[config.mk]
export PLATFORM = sky130hd
export DESIGN_NAME = branch_predictor
export DESIGN_NICKNAME = d
export VERILOG_FILES = /design/src/rtl/cpu_types_pkg.sv /design/src/rtl/dp_types_pkg.sv /design/src/rtl/sat_counter2.sv /design/src/rtl/branch_predictor.sv
export SDC_FILE = /design/constraint.sdc
export NUM_CORES = 2
export LEC_CHECK = 0
export ABC_AREA = 1
export CAP_MARGIN = 20
export CORE_ASPECT_RATIO = 0.5
export CORE_MARGIN = 4
export CORE_UTILIZATION = 50
export DETAILED_ROUTE_END_ITERATION = 7
export PLACE_DENSITY = 0.75
export SLEW_MARGIN = 40
export SYNTH_ARGS = -nofsm -noshare
export SYNTH_HDL_FRONTEND = slang
export SYNTH_SLANG_ARGS = --single-unit
export TNS_END_PERCENT = 50
[constraint.sdc]
create_clock -name CLK -period 75.1 [get_ports CLK]
set_clock_uncertainty 0.05 [all_clocks]
set_input_delay 15.02 -clock CLK [delete_from_list [all_inputs] [get_ports CLK]]
set_output_delay 15.02 -clock CLK [all_outputs]
set_load 0.05 [all_outputs]
[src/rtl/cpu_types_pkg.sv]
// rtl/cpu_types_pkg.sv - Core-wide scalar types shared across the pipeline.
package cpu_types_pkg;

  typedef logic [31:0] word_t;

endpackage

[src/rtl/dp_types_pkg.sv]
// rtl/dp_types_pkg.sv - Datapath types for the branch predictor tables.
package dp_types_pkg;
  import cpu_types_pkg::*;

  typedef enum logic [1:0] {
    SNT = 2'b00,
    WNT = 2'b01,
    WT  = 2'b10,
    ST  = 2'b11
  } bp_cnt_t;

  // Tag is held zero-extended to a full word so the entry layout does not depend on ENTRIES.
  typedef struct packed {
    logic    valid;
    word_t   tag;
    word_t   target;
    bp_cnt_t cnt;
  } btb_entry_t;

  localparam bp_cnt_t BP_CNT_RESET = WNT;
  localparam bp_cnt_t BP_CNT_ALLOC = WT;

endpackage

[src/rtl/sat_counter2.sv]
// rtl/sat_counter2.sv - Next state of a 2-bit saturating taken/not-taken counter.
module sat_counter2
  import dp_types_pkg::*;
(
  input  bp_cnt_t cnt_i,
  input  logic    taken_i,
  output bp_cnt_t cnt_o
);

  always_comb begin
    cnt_o = cnt_i;
    case (cnt_i)
      SNT: cnt_o = taken_i ? WNT : SNT;
      WNT: cnt_o = taken_i ? WT  : SNT;
      WT:  cnt_o = taken_i ? ST  : WNT;
      ST:  cnt_o = taken_i ? ST  : WT;
    endcase
  end

endmodule

[src/rtl/branch_predictor.sv]
// rtl/branch_predictor.sv - Direct-mapped BTB with 2-bit counters, mispredict detect and stats.
module branch_predictor
  import cpu_types_pkg::*;
  import dp_types_pkg::*;
#(
  parameter int ENTRIES = 16,
  parameter int STAT_W  = 32
) (
  input  logic              CLK,
  input  logic              RST,
  input  logic [31:0]       if_pc,
  output logic              pred_taken,
  output logic [31:0]       pred_target,
  input  logic              upd_valid,
  input  logic              upd_en,
  input  logic [31:0]       upd_pc,
  input  logic [31:0]       upd_npc,
  input  logic              upd_taken,
  input  logic [31:0]       upd_target,
  input  logic              upd_pred_taken,
  input  logic [31:0]       upd_pred_target,
  output logic              mispredict,
  output logic [31:0]       redirect_pc,
  output logic [STAT_W-1:0] stat_branches,
  output logic [STAT_W-1:0] stat_mispredicts
);

  localparam int IDX_W  = $clog2(ENTRIES);
  localparam int TAG_SH = IDX_W + 2;

  btb_entry_t        btb_q [ENTRIES];
  logic [STAT_W-1:0] stat_br_q, stat_mp_q;

  logic [IDX_W-1:0]  lk_idx, up_idx;
  word_t             lk_tag, up_tag;
  btb_entry_t        lk_ent, up_ent, up_ent_d;
  logic              lk_hit, up_hit, up_fire, up_we;
  bp_cnt_t           up_cnt_nx;

  // Fetch-side lookup reads registered contents only, so a same-cycle update is not visible.
  assign lk_idx      = if_pc[IDX_W+1:2];
  assign lk_tag      = if_pc >> TAG_SH;
  assign lk_ent      = btb_q[lk_idx];
  assign lk_hit      = lk_ent.valid && (lk_ent.tag == lk_tag);
  assign pred_taken  = lk_hit && lk_ent.cnt[1];
  assign pred_target = pred_taken ? lk_ent.target : if_pc + 32'd4;

  assign up_idx  = upd_pc[IDX_W+1:2];
  assign up_tag  = upd_pc >> TAG_SH;
  assign up_ent  = btb_q[up_idx];
  assign up_hit  = up_ent.valid && (up_ent.tag == up_tag);
  assign up_fire = upd_valid && upd_en;

  // Mispredict is left unqualified by upd_en; the hazard unit gates it.
  assign mispredict  = upd_valid && ((upd_taken != upd_pred_taken) ||
                                     (upd_taken && (upd_target != upd_pred_target)));
  assign redirect_pc = upd_taken ? upd_target : upd_npc;

  sat_counter2 u_sat_counter2 (
    .cnt_i   (up_ent.cnt),
    .taken_i (upd_taken),
    .cnt_o   (up_cnt_nx)
  );

  always_comb begin
    up_ent_d = up_ent;
    up_we    = 1'b0;
    if (up_fire) begin
      if (up_hit) begin
        up_we        = 1'b1;
        up_ent_d.cnt = up_cnt_nx;
        if (upd_taken) begin
          up_ent_d.target = upd_target;
        end
      end else if (upd_taken) begin
        up_we    = 1'b1;
        up_ent_d = '{valid: 1'b1, tag: up_tag, target: upd_target, cnt: BP_CNT_ALLOC};
      end
    end
  end

  always_ff @(posedge CLK or posedge RST) begin
    if (RST) begin
      for (int i = 0; i < ENTRIES; i++) begin
        btb_q[i] <= '{valid: 1'b0, tag: '0, target: '0, cnt: BP_CNT_RESET};
      end
    end else if (up_we) begin
      btb_q[up_idx] <= up_ent_d;
    end
  end

  // Statistics stick at all-ones rather than wrapping.
  always_ff @(posedge CLK or posedge RST) begin
    if (RST) begin
      stat_br_q <= '0;
      stat_mp_q <= '0;
    end else if (up_fire) begin
      if (stat_br_q != '1) begin
        stat_br_q <= stat_br_q + STAT_W'(1);
      end
      if (mispredict && (stat_mp_q != '1)) begin
        stat_mp_q <= stat_mp_q + STAT_W'(1);
      end
    end
  end

  assign stat_branches    = stat_br_q;
  assign stat_mispredicts = stat_mp_q;

endmodule

Yosys cells after proc, flatten, opt, wreduce, memory -nomap -nowiden

Index checks and enable logic that the tools add are counted.

Shift-type cells: 0
Magnitude comparators: 3
Multiplexer cells: 24
Multipliers: 0
Equality and inequality tests: 9
Bitwise gates (word level): 2
Div/mod/pow operators: 0
Reductions and logical operators: 12
Add/sub/neg operators: 3

Operators by type and width:

| cell                                                                  | count |
|---|---|
| 1072-bit bitwise mux                                                  | 1 |
| 67-bit binary-select mux with 4-bit select                            | 2 |
| 67-bit 2-to-1 mux                                                     | 7 |
| 67-bit demux with 4-bit select                                        | 1 |
| 32-bit 2-to-1 mux                                                     | 3 |
| 32-bit by 1-bit adder with 32-bit output, second input constant       | 2 |
| 32-bit by 26-bit equality test with 1-bit output                      | 2 |
| 32-bit != test, second input constant                                 | 2 |
| 34-bit 2-to-1 mux                                                     | 1 |
| 33-bit 2-to-1 mux                                                     | 1 |
| 32-bit by 3-bit adder with 32-bit output, second input constant       | 1 |
| 32-bit != test                                                        | 1 |
| 5-bit greater-or-equal comparator, second input constant              | 2 |
| 4-bit NOT with 5-bit output                                           | 2 |
| 1-bit logical AND                                                     | 8 |
| 2-bit case mux with 4 select lines                                    | 1 |
| 5-bit by 1-bit < comparator with 1-bit output, second input constant  | 1 |
| 1-bit 2-to-1 mux                                                      | 5 |
| 2-bit equality test, second input constant                            | 2 |
| 2-bit 2-to-1 mux                                                      | 2 |
| 2-bit AND reduction                                                   | 2 |
| 2-bit by 1-bit equality test with 1-bit output, second input constant | 1 |
| 2-bit logical NOT                                                     | 1 |
| 1-bit logical OR                                                      | 1 |
| 1-bit != test                                                         | 1 |

Bits in latches: 0
Memories: 0
Bits in writable memories: 0
Bits in registers: 1136
Output and inout port bits: 130
Bits in read-only memories: 0

Longest topological paths before layout

Word-level depth: 9
Mapped depth: 25
Mapped depth without buffers: 21

Modules after synthesis

A second synthesis with hierarchy kept.

Cells, all modules: 9062
Area total of the unflattened synthesis: 64176.6 um^2

Modules (own cells, without submodules):

| module           | times used | cells an instance | area each (um^2) | sequential area each (um^2) |
|---|---|---|---|---|
| branch_predictor | 1          | 9057              | 64155.3          | 28447.3 |
| sat_counter2     | 1          | 5                 | 21.3             | 0.0 |

Least setup slack after synthesis

Ideal clock, no wire load.

Kind: input -> output
From: input port if_pc[2]
To: output port pred_target[0]
Buffers on the path: 3
Slack: 41997 ps
Required time: 60030 ps
Arrival: 18033 ps
Stages on the path: 15
Cells stage by stage: buf_2 nor2_1 buf_2 nand2_1 nand4_1 xor2_1 inv_1 o21ai_0 nand3_1 nand2_1 nand3_1 nor2_1 nand2_1 clkbuf_1 o21ai_0

Longest elaborated chain between the ends: 8

RTL lines:

| item                                                      | RTL line               | RTL |
|---|---|---|
| start: declaration                                        | branch_predictor.sv:11 | `input logic [31:0] if_pc,` |
| 4-bit NOT with 5-bit output (implied by the code) (*)     | branch_predictor.sv:43 | `assign lk_ent = btb_q[lk_idx];` |
| 67-bit binary-select mux with 4-bit select (*)            | branch_predictor.sv:43 |  |
| 67-bit 2-to-1 mux (implied by the code) (*) (2 in series) | branch_predictor.sv:43 |  |
| 32-bit by 26-bit equality test with 1-bit output          | branch_predictor.sv:44 | `assign lk_hit = lk_ent.valid && (lk_ent.tag == lk_tag);` |
| 1-bit logical AND                                         | branch_predictor.sv:44 |  |
| 1-bit logical AND                                         | branch_predictor.sv:45 | `assign pred_taken = lk_hit && lk_ent.cnt[1];` |
| 32-bit 2-to-1 mux (*)                                     | branch_predictor.sv:46 | `assign pred_target = pred_taken ? lk_ent.target : if_pc + 32'd4;` |
| end: declaration                                          | branch_predictor.sv:13 | `output logic [31:0] pred_target,` |

Every way passes the cells marked *; elsewhere a longest branch is shown, timed or not. The select of a mux whose other input is x is not followed.

Worst setup path in the final report

From: input port if_pc[3]
To: output port pred_target[16]

Longest elaborated chain between the ends: 8
Elaborated cells on any way between the ends: 9

RTL lines:

| item                                                  | RTL line |
|---|---|
| 4-bit NOT with 5-bit output (implied by the code)     | branch_predictor.sv:43 |
| 67-bit binary-select mux with 4-bit select            | branch_predictor.sv:43 |
| 67-bit 2-to-1 mux (implied by the code) (2 in series) | branch_predictor.sv:43 |
| 32-bit by 26-bit equality test with 1-bit output      | branch_predictor.sv:44 |
| 1-bit logical AND                                     | branch_predictor.sv:44 |
| 1-bit logical AND                                     | branch_predictor.sv:45 |
| 32-bit 2-to-1 mux (*)                                 | branch_predictor.sv:46 |

Marked as above.

==> results.txt <==
----------------------------------------------------
[Critical path]
  Largest fanout on the critical path ... 82
  Worst Setup End Kind ... output port
  Reg2reg end ... btb_q[69]
  Cell chain of the critical path ... buf_4, inv_2, buf_4, nand2_1, inv_8, buf_4, buf_4, nand2_1, o211ai_1, nor2_1, a311oi_1, a221oi_1, buf_2, o21ai_0, clkdlybuf4s50_1
  Slowest CP cell ... clkdlybuf4s50_1
  Worst Path Arrival ... around 21 ns
  Dominant cell type by count on the critical path ... buf_4
  Crit path from ... if_pc[3]
  Path type of the worst setup path ... in2out
  Data required time at the worst endpoint ... roughly 60 ns
  CP startpoint kind ... input pin
  Worst reg2reg setup slack ... 70.38 ns
  Reg-to-reg critical path startpoint ... btb_q[303]
  Cell depth of the worst flop-to-flop path ... 19
  Worst stage delay on the critical path ... 0.91 ns

[STA]
  Number of max-slew violations in the final report ... 0
  Slew of the pin with the lowest slew margin ... 0.986 ns
  Final setup violation count ... 0
  Setup tns final ... 0 ns
  Hold violation total from the final report ... 0
  Peak Freq ... 27.7 MHz
  Post-route fraction of the period consumed by the critical path ... 48.1%
  Max transition margin ... ~34%
  RSZ-0062 raised after global routing ... false
  Post-route minimum period ... 36.13 ns

[Power]
  Relative contribution of the clock network to total power ... 38.5%
  Switching pwr ... 453 uW
  Pwr dens ... 20.6 nW/um2
  Power share of the combinational group ... 15.8%
  Switching part of the total power ... between 30% and 40%
  P_leak ... 34.1 nW
  Internal portion of total power ... 1.03 mW
  Worst voltage drop across the vdd grid ... 0.0202 mV
  Share of power burned in registers ... 45.7%

[Die]
  Number of I/O pins ... 296
  Overall die width ... about 500 um
  Core box area ... 127000 um2
  Initial core utilization ... 50.7%
  Total die area ... 135000 um2
  Die boundary height ... 261 um
  Site Rows ... 92

[Cells and area]
  Share of layout cells above drive strength 1 ... under 10%
  Final net count ... 9085
  Filler Cells Inserted ... 11700
  Synthesis-to-layout area growth ... 11.7%
  Post-route design area ... between 70000 and 80000 um2

[Placement]
  Count of input and output buffers ... 293
  Global placement routability congestion ... 0.980
  Standard cell area after detailed placement ... 68000 um2
  Detailed placement HPWL ... 142000 um

[Synthesis]
  Top cells by area in the synthesized netlist ... dfrtp_1 (44%), nand2_1 (23%), o21ai_0 (5.3%)
  Most common flop cell mapped by yosys ... dfrtp_1
  Largest family of logic cells by synthesized area ... simple AND/OR/NAND/NOR gates
  Arithmetic-cell share of the synthesized area counting full adders, half adders and majority gates ... 0.0585%
  Fraction of synthesized cell area in xor and xnor cells ... 1.43%
  Synth Cell Area ... 64200 um2
  Cell count after synthesis ... 9040
  Part of the Yosys area used for sequential elements ... 44.3%
  Number of register bits inferred by synthesis ... around 1100
  Number of different library cells in the post-synthesis netlist ... slightly below 50
  Synth Area in Simple Gates ... between 30% and 40%
  Fraction of synthesized area in multiplexers ... 0%
  Proportion of netlist area held by the largest area contributor ... 43.7%
  Compound-gate portion of the synthesized area ... 16.4%
  Post-synth top area cell ... dfrtp_1
  Average instance area after synthesis ... 7.10 um2
  FFs w/ async S/R, synth ... 100%
  Count of warnings emitted by yosys ... 0
  Post-synth net total ... 9209
  Number of flops mapped to enable cells by yosys ... 0

[Routing]
  Post-route ant nets ... 0
  Post-route DRC violation count ... 2
  Total number of vias ... 65100
  Initial detailed-routing violation count ... 9850
  Wirelength, routed ... 249000 um
  Number of search-and-repair iterations in the first detailed-routing pass ... 8
  Detailed-route wire length per cell ... 23.2 um
  Post-detailed-route via-to-cell ratio ... 6.08

[Global routing]
  Total overflow reported by the global router ... 0
  Antenna violations before repair ... 9
  First-pass GRT wire length ... about 370000 um
  Total GRT Usage ... 36.0%
  Via count of the first global-routing pass ... 60400
  Pin count of the biggest net entering global routing ... around 160

[Flow run]
  Max capacitance violation total ... 0

[CTS]
  TritonCTS clock tree ... built
  Clock sink count ... 1136
  Number of gates resized after cts ... 0
  Clock transition at the registers of the reported paths ... 0.06 ns
  Clock H-tree levels ... 3
  Library cell used as clock root buffer ... clkbuf_16
  Buffers inserted by post-CTS timing repair ... 0
  Skew-Pair Late Insertion Delay ... 0.76 ns
  Hold-fix buffer count after cts ... 0
  Buffer depth of the longest clock path ... 3
  CTS buffer count ... 105

[Outcome]
  Status ... finished, violations left
  Violated checks ... DRC

[Hold path]
  Origin of the worst min-delay path ... btb_q[737]
  Tightest Hold Check Type ... reg2reg
  Terminating pin of the worst hold path ... btb_q[737]
  Hold Path Stages ... 2

----------------------------------------------------
==> registers in the layout, indices dropped and copies added, names as in the netlist <==
signal	cells
btb_q	1072
stat_branches	32
stat_mispredicts	32
==> layout by cell type (no fill, tap or decap), types with 14 or more instances in the layout <==
cell             instances
buf_6                   18
o21ai_1                193
nor2_1                 441
nand3_1                301
a21boi_4                16
o211ai_1                80
nand4_1                 53
a211oi_1                17
xor2_1                  83
o21ai_0                677
buf_4                   83
clkbuf_8                25
nor3_1                  51
a31oi_1                 32
clkbuf_1                25
xnor2_1                 22
clkdlybuf4s50_1        286
o22ai_2                 16
clkinv_2                22
o22ai_1                 17
nand3_4                 17
a21oi_1                138
a311oi_1                17
nor4_1                  20
a22oi_1                246
buf_12                  14
o21ai_2                 25
inv_1                  491
a221oi_1                37
clkbuf_16              107
o221ai_1               136
dfrtp_1               1120
dfstp_2                 16
nand2_1               4003
==> critical path: cells and delay by family <==
family          cells  cell delay, ns
simple gates        3            0.78
buf+inv             8            4.27
compound gates      4            0.91
==> worst max path at each step <==
stage / endpoint / slack, ns / depth (start not counted)
after floorplan: btb_q[1000] / 28.06 / 1
after global placement: pred_target[10] / 39.07 / 17
after detailed placement: pred_target[16] / 39.20 / 15
after CTS: pred_target[16] / 39.15 / 15
after global routing: pred_target[16] / 38.96 / 15
final: pred_target[16] / 38.97 / 15
==> layout make-up <==
class | count | area, um2 | area share (%)
Tap cell | 1692 | 2120 | 2.95
Clock inverter | 37 | 427 | 0.595
Multi-Input combinational cell | 6740 | 31400 | 43.8
Sequential cell | 1136 | 28400 | 39.7
Timing Repair Buffer | 414 | 4160 | 5.80
Antenna cell | 4 | 10.0 | 0.0140
Clock buffer | 157 | 3120 | 4.35
Inverter | 519 | 2000 | 2.79
==> synthesized netlist by cell type, types with 8 or more instances <==
master,n
nor3_1,51
a21boi_4,10
nand3b_1,10
dfrtp_1,1120
dfstp_2,16
nand2_1,4007
nand3_2,10
o22ai_1,33
a21oi_1,139
buf_4,14
o221ai_1,136
nand4_1,53
xnor2_1,22
a31oi_1,32
o211ai_1,80
nor4_1,20
buf_1,82
clkbuf_1,334
nor2_1,448
buf_2,177
o2bb2ai_1,13
o31ai_1,8
a221oi_1,41
a22oi_1,246
inv_1,496
a311oi_1,17
nand3_1,307
buf_6,38
inv_2,22
xor2_1,83
o21ai_1,218
nor2_2,10
a221o_1,11
a211oi_1,17
o21ai_0,677
a22o_1,12
==> power groups by stage <==
stage	Clock (mW)	Sequential [mW]	Combinational [mW]
final	0.570	0.675	0.234
after floorplan	0	0.693	0.133
after global placement	0	0.685	0.219
after CTS	0.568	0.675	0.227
after global routing	0.594	0.680	0.251
after detailed placement	0	0.686	0.226
==> per-layer routing <==
metal  track usage [%]  wire [um]  up-vias
met5                 0         27        -
met4              21.3      17500        4
met3              11.1      35900     1000
met2              52.1     102000     4573
met1              47.7      93100    30300
li1                  -          -    29100
==> per-stage QoR <==
stage               std cells  hold slack, ns  utilization [%]  setup slack, ns  total power, mW
floorplan                9040           0.381                -            28.06            0.826
global placement        10500           0.399             53.2            39.07            0.904
detailed placement      10500           0.408             53.7            39.20            0.911
CTS                     10700           0.419             56.4            39.15             1.47
global route            10700           0.429             56.6            38.96             1.52
finish                  10700           0.420             56.6            38.97             1.48
==> cells by family after synthesis <==
logic type | count (synthesis)
compound gates | 1703
flops | 1136
xor+xnor | 105
simple gates | 4929
fa+ha+maj | 3
buf+inv | 1164
No activity file was read; power rests on OpenSTA's default activity.
